===== src/rtl/aes_state_bcd_scanner.sv =====
// aes_state_bcd_scanner
//   Display stage for the AES self-test. Accepts one 128-bit block over a
//   valid/ready handshake. Walks its 16 bytes, MSB byte first, and converts
//   each byte to three BCD digits with a bit-serial shift-add-3 (double-dabble)
//   engine. Each result is held on the digit outputs for DWELL enabled cycles.
//
// Parameters
//   DWELL        clk cycles each converted byte stays displayed (>= 1)
//   CNT_W        width of the dwell counter (must hold DWELL)
//
// Ports
//   clk          clock
//   reset        synchronous, active-high reset
//   enable       dwell counter advances only while high
//   in_valid     in_block is valid
//   in_ready     block accepted when in_valid && in_ready at a rising edge
//   in_block     [0:127] block; byte k = in_block[8k +: 8], byte 0 = bits [0:7]
//   units        BCD ones digit of the current byte
//   tens         BCD tens digit
//   hunds        BCD hundreds digit (0..2)
//   byte_idx     index of the byte currently shown / being converted
//   digits_valid digits hold a completed conversion of byte_idx
//   busy         high in any state other than IDLE
//   done         one-cycle pulse after byte 15's dwell ends
module aes_state_bcd_scanner #(
    parameter int DWELL = 1000,
    parameter int CNT_W = 32
) (
    input  logic         clk,
    input  logic         reset,
    input  logic         enable,
    input  logic         in_valid,
    output logic         in_ready,
    input  logic [0:127] in_block,
    output logic [3:0]   units,
    output logic [3:0]   tens,
    output logic [3:0]   hunds,
    output logic [3:0]   byte_idx,
    output logic         digits_valid,
    output logic         busy,
    output logic         done
);

    typedef enum logic [1:0] {
        IDLE,
        CONV,
        HOLD
    } state_t;

    localparam logic [CNT_W-1:0] DWELL_LAST = CNT_W'(DWELL - 1);

    state_t           state;
    state_t           nextState;

    // Byte currently being converted / shown always sits in blockReg[127:120];
    // the register shifts left by one byte each time the scan advances.
    logic [127:0]     blockReg;
    // {hunds, tens, units, byte} working register of the double-dabble engine.
    logic [19:0]      shiftReg;
    logic [19:0]      stepped;
    logic [2:0]       bitCnt;
    logic [CNT_W-1:0] dwellCnt;

    logic             accept;
    logic             convLast;
    logic             dwellEnd;
    logic             lastByte;

    // Add 3 to a BCD nibble that would overflow past 9 after the next doubling.
    function automatic logic [3:0] add3(input logic [3:0] n);
        return (n >= 4'd5) ? n + 4'd3 : n;
    endfunction

    // One double-dabble iteration: correct the three BCD nibbles, then shift.
    // Bit 19 is never set for 8-bit inputs, so dropping it loses nothing.
    function automatic logic [19:0] dabbleStep(input logic [19:0] r);
        logic [19:0] adj;
        adj = {add3(r[19:16]), add3(r[15:12]), add3(r[11:8]), r[7:0]};
        return {adj[18:0], 1'b0};
    endfunction

    assign accept   = (state == IDLE) && in_valid;
    assign stepped  = dabbleStep(shiftReg);
    assign convLast = (bitCnt == 3'd7);
    assign dwellEnd = enable && (dwellCnt == DWELL_LAST);
    assign lastByte = (byte_idx == 4'd15);

    always_ff @(posedge clk) begin
        if (reset) begin
            state <= IDLE;
        end else begin
            state <= nextState;
        end
    end

    always_comb begin
        nextState = state;
        in_ready  = 1'b0;
        busy      = 1'b1;
        case (state)
            IDLE: begin
                in_ready = 1'b1;
                busy     = 1'b0;
                if (accept) begin
                    nextState = CONV;
                end
            end
            CONV: begin
                if (convLast) begin
                    nextState = HOLD;
                end
            end
            HOLD: begin
                if (dwellEnd) begin
                    nextState = lastByte ? IDLE : CONV;
                end
            end
            default: begin
                nextState = IDLE;
            end
        endcase
    end

    always_ff @(posedge clk) begin
        if (reset) begin
            blockReg     <= '0;
            shiftReg     <= '0;
            bitCnt       <= '0;
            dwellCnt     <= '0;
            units        <= '0;
            tens         <= '0;
            hunds        <= '0;
            byte_idx     <= '0;
            digits_valid <= 1'b0;
            done         <= 1'b0;
        end else begin
            done <= 1'b0;
            case (state)
                IDLE: begin
                    // Digits from the previous scan stay visible until a new
                    // block is accepted.
                    if (accept) begin
                        blockReg     <= in_block;
                        shiftReg     <= {12'd0, in_block[0:7]};
                        bitCnt       <= '0;
                        byte_idx     <= '0;
                        digits_valid <= 1'b0;
                    end
                end
                CONV: begin
                    shiftReg <= stepped;
                    bitCnt   <= bitCnt + 3'd1;
                    // Outputs update only once the eighth bit has been absorbed.
                    if (convLast) begin
                        hunds        <= stepped[19:16];
                        tens         <= stepped[15:12];
                        units        <= stepped[11:8];
                        digits_valid <= 1'b1;
                        dwellCnt     <= '0;
                    end
                end
                HOLD: begin
                    if (enable) begin
                        if (dwellCnt == DWELL_LAST) begin
                            if (!lastByte) begin
                                byte_idx     <= byte_idx + 4'd1;
                                digits_valid <= 1'b0;
                                blockReg     <= blockReg << 8;
                                shiftReg     <= {12'd0, blockReg[119:112]};
                                bitCnt       <= '0;
                            end else begin
                                done <= 1'b1;
                            end
                        end else begin
                            dwellCnt <= dwellCnt + CNT_W'(1);
                        end
                    end
                end
                default: begin
                end
            endcase
        end
    end

endmodule


===== config.mk =====
export PLATFORM = sky130hd
export DESIGN_NAME = aes_state_bcd_scanner
export DESIGN_NICKNAME = d
export VERILOG_FILES = /design/src/rtl/aes_state_bcd_scanner.sv
export SDC_FILE = /design/constraint.sdc
export NUM_CORES = 1
export LEC_CHECK = 0
export BUFFER_PORTS_ARGS = -buffer_cell sky130_fd_sc_hd__buf_2
export CORE_MARGIN = 5
export CORE_UTILIZATION = 35
export DETAILED_ROUTE_END_ITERATION = 10
export SLEW_MARGIN = 10
export SYNTH_ARGS = -nofsm -noshare
export SYNTH_HDL_FRONTEND = slang
export SYNTH_SLANG_ARGS = --single-unit

===== constraint.sdc =====
create_clock -name clk -period 2.7 [get_ports clk]
set_input_delay 0.135 -clock clk [delete_from_list [all_inputs] [get_ports clk]]
set_output_delay 0.135 -clock clk [all_outputs]
set_load 0.01 [all_outputs]

==> impl_metrics.toml <==
[status]
status = "complete, no violations"

[min_path]
min_from = "in_block[49]"
whs_path_depth = 3
hp-class = "in2reg"

[die]
die_y_um = 176.0
die_x_um = 176.0
num_rows = 60
core_area_mm2 = 0.02703
dieArea_mm2 = 0.03098
initial_core_util_pct = 35.69
io_pins = 152

[timing]
slew_headroom_pct = 32.28
worst_slew_pin_slew_ps = 1016
fmax_mhz = 395.9
whs_ps = 29.57
slew_viol_final = 0
rsz0062_at_grt = "false"
setup_viol = 0
hold_viol_final = 0
period_share_pct = 93.56
worst_clock_skew_ps = 15.53
tns_ps = 0
period_needed_ps = 2526

[finish]
n_antenna_cell = 0
syn2layout_area_growth_pct = 19.31
register_area_mm2 = 0.003904
multi_input_area_mm2 = 0.005219
layout_common_cells = "dfxtp_1 (195), buf_2 (150), nor3_1 (119)"
post-route-util_pct = 42.58
final_layout_size_suffix_gt1_share_pct = 19.95
post-route-cell-area_mm2 = 0.01151
final_common_cell = "dfxtp_1"
layout.nets = 1341
num-fill-cells = 2691

[routing]
route.detailed.drc = 0
ant_nets = 0
viasPerCell = 5.671
drtIter0Drc = 757
routedWlPerCell_um = 18.15
vias = 8785
wl_um = 28120
first_pass_iters = 5

[cts]
clock_latency_ps = 440
path_clk_slew_ps = 90
clock_path_buffers = 2
cts_tree = "built"
cts.sinks = 195
cts_resized = 0
cts-htree-levels = 4
cts_buffers = 17
cts-root-buf = "clkbuf_16"

[pwr]
power_leakage_nw = 4.018
irDropWorstVdd_mv = 0.6106
powerDensity_mw_per_mm2 = 974.9

[critical_path]
worstPathArrival_ps = 2800
r2r_cells = 7
ff2ff_setup_slack_ps = 170
crit_type = "reg2reg"
slowest_stage = "or4_1"
cpPeakStageDelay_ps = 620
crit_required_ps = 2980
cp-start-kind = "register"
cp-end-kind = "register"
cp_cell_sequence = "ha_1 -> nand4_1 -> or2_2 -> or4_1 -> nand2_4 -> buf_12 -> a211oi_1"
path_max_fanout = 71
r2r_start = "dwellCnt[0]$_SDFFE_PP0P_"
cp-startpoint = "dwellCnt[0]$_SDFFE_PP0P_"

[synth]
syn-num-nets = 1228
synth_seq_area_share_pct = 40.47
yosys_warnings = 0
ys_types = 58
synth_top_cell_by_area = "dfxtp_1"
synth_edf_count = 0
synth_top_flop_cell = "dfxtp_1"
synth_top_area_share_pct = 40.47
synthCells = 1082
ys_ff_latch = 195
async_reset_ff_share_pct = 0
syn_area_per_cell_um2 = 8.915
syn_area_mm2 = 0.009646
synthTopCellsByArea = "dfxtp_1 (40%), mux2i_1 (12%), a211oi_1 (8.8%), nor3_1 (6.2%), a21oi_1 (3.3%)"

[global_routing]
grt_max_degree = 85
antenna_found_initial = 5
grt_pass1_wl_um = 45530
grt_overflow = 0
grt_pass1_vias = 8494
groute.usage.overall_pct = 17.83

[placement]
port_buffers = 151
gp_congestion = 0.8766
placed_area_mm2 = 0.01081
dp_hpwl_um = 18960

[run]
cap_violations = 0
-- cell usage after synthesis, drive strengths merged (3+ instances only) --
cell type	instances
a211oi	113
a21o	3
a21oi	64
a22oi	7
a31oi	18
a32o	7
and2	4
and3	7
and4	4
buf	28
clkbuf	78
dfxtp	195
ha	14
inv	21
mux2i	118
nand2	58
nand2b	10
nand3	36
nand4	13
nor2	29
nor2b	6
nor3	119
nor4	11
o2111ai	9
o211ai	32
o21ai	26
o31ai	9
o41ai	8
or2	3
or3	3
or4	3
xnor2	3
-- worst paths after layout --
path / endpoint
worst min register to register: units[2]$_SDFFE_PP0P_
worst max-delay path: blockReg[105]$_SDFFE_PP0P_
worst max register to register: blockReg[105]$_SDFFE_PP0P_
worst min-delay path: blockReg[78]$_SDFFE_PP0P_
-- report_power, final --
part / internal, mW / total, mW / switching (mW)
Clock: 1.26 / 2.58 / 1.32
Combinational: 1.84 / 4.24 / 2.40
Sequential: 3.83 / 4.40 / 0.569
Total: 6.93 / 11.2 / 4.29
-- sequential cells by signal (all words and copies together), names as in the netlist --
name,count
bitCnt,3
blockReg,120
byte_idx,4
digits_valid,1
done,1
dwellCnt,32
hunds,4
shiftReg,20
state,2
tens,4
units,4
-- per-stage QoR --
stage / power [mW] / worst slack, ps / std cells
global placement: 8.633 / 245.4 / 1508
CTS: 11.31 / 210.5 / 1549
finish: 11.22 / 173.9 / 1549
detailed placement: 8.715 / 213.6 / 1508
floorplan: 7.440 / 492.2 / 1082
global route: 11.99 / 73.92 / 1549
-- worst max-delay path, delay by kind of cell, from the launching register on --
family / cells / cell delay (ps)
flip-flops: 1 / 370
AND/OR/NAND/NOR: 4 / 1300
AO/OA/AOI/OAI: 1 / 130
adder cells (fa/ha/maj): 1 / 220
buffers and inverters: 1 / 290
-- routing by layer --
layer | track usage [%] | part of all wire, %
met3 | 4.304 | 5.5
met4 | 5.068 | 2.0
met5 | 0 | 0.16
met2 | 27.69 | 46
met1 | 24.80 | 46
-- cell type report --
| cell class | count | share of cell area (%) |
|---|---|---|
| Tap cell | 341 | 3.707 |
| Sequential cell | 195 | 33.92 |
| Timing Repair Buffer | 200 | 10.99 |
| Multi-Input combinational cell | 759 | 45.35 |
| Clock inverter | 15 | 1.620 |
| Clock buffer | 17 | 3.696 |
| Inverter | 22 | 0.7175 |
-- what timing repair did --
item                                   in CTS  in global routing
endpoints found under the hold margin       9                  0
hold buffers                                9                  0
buffers inserted                            0                  0
-- cell families after synthesis --
kind of cell | synth area share (%)
adder cells (fa/ha/maj) | 1.816
XOR/XNOR | 0.2725
buffers and inverters | 5.773
multiplexers | 12.48
AO/OA/AOI/OAI | 22.42
flip-flops | 40.47
AND/OR/NAND/NOR | 16.77
Note: power is estimated with default switching activity, not from simulation.
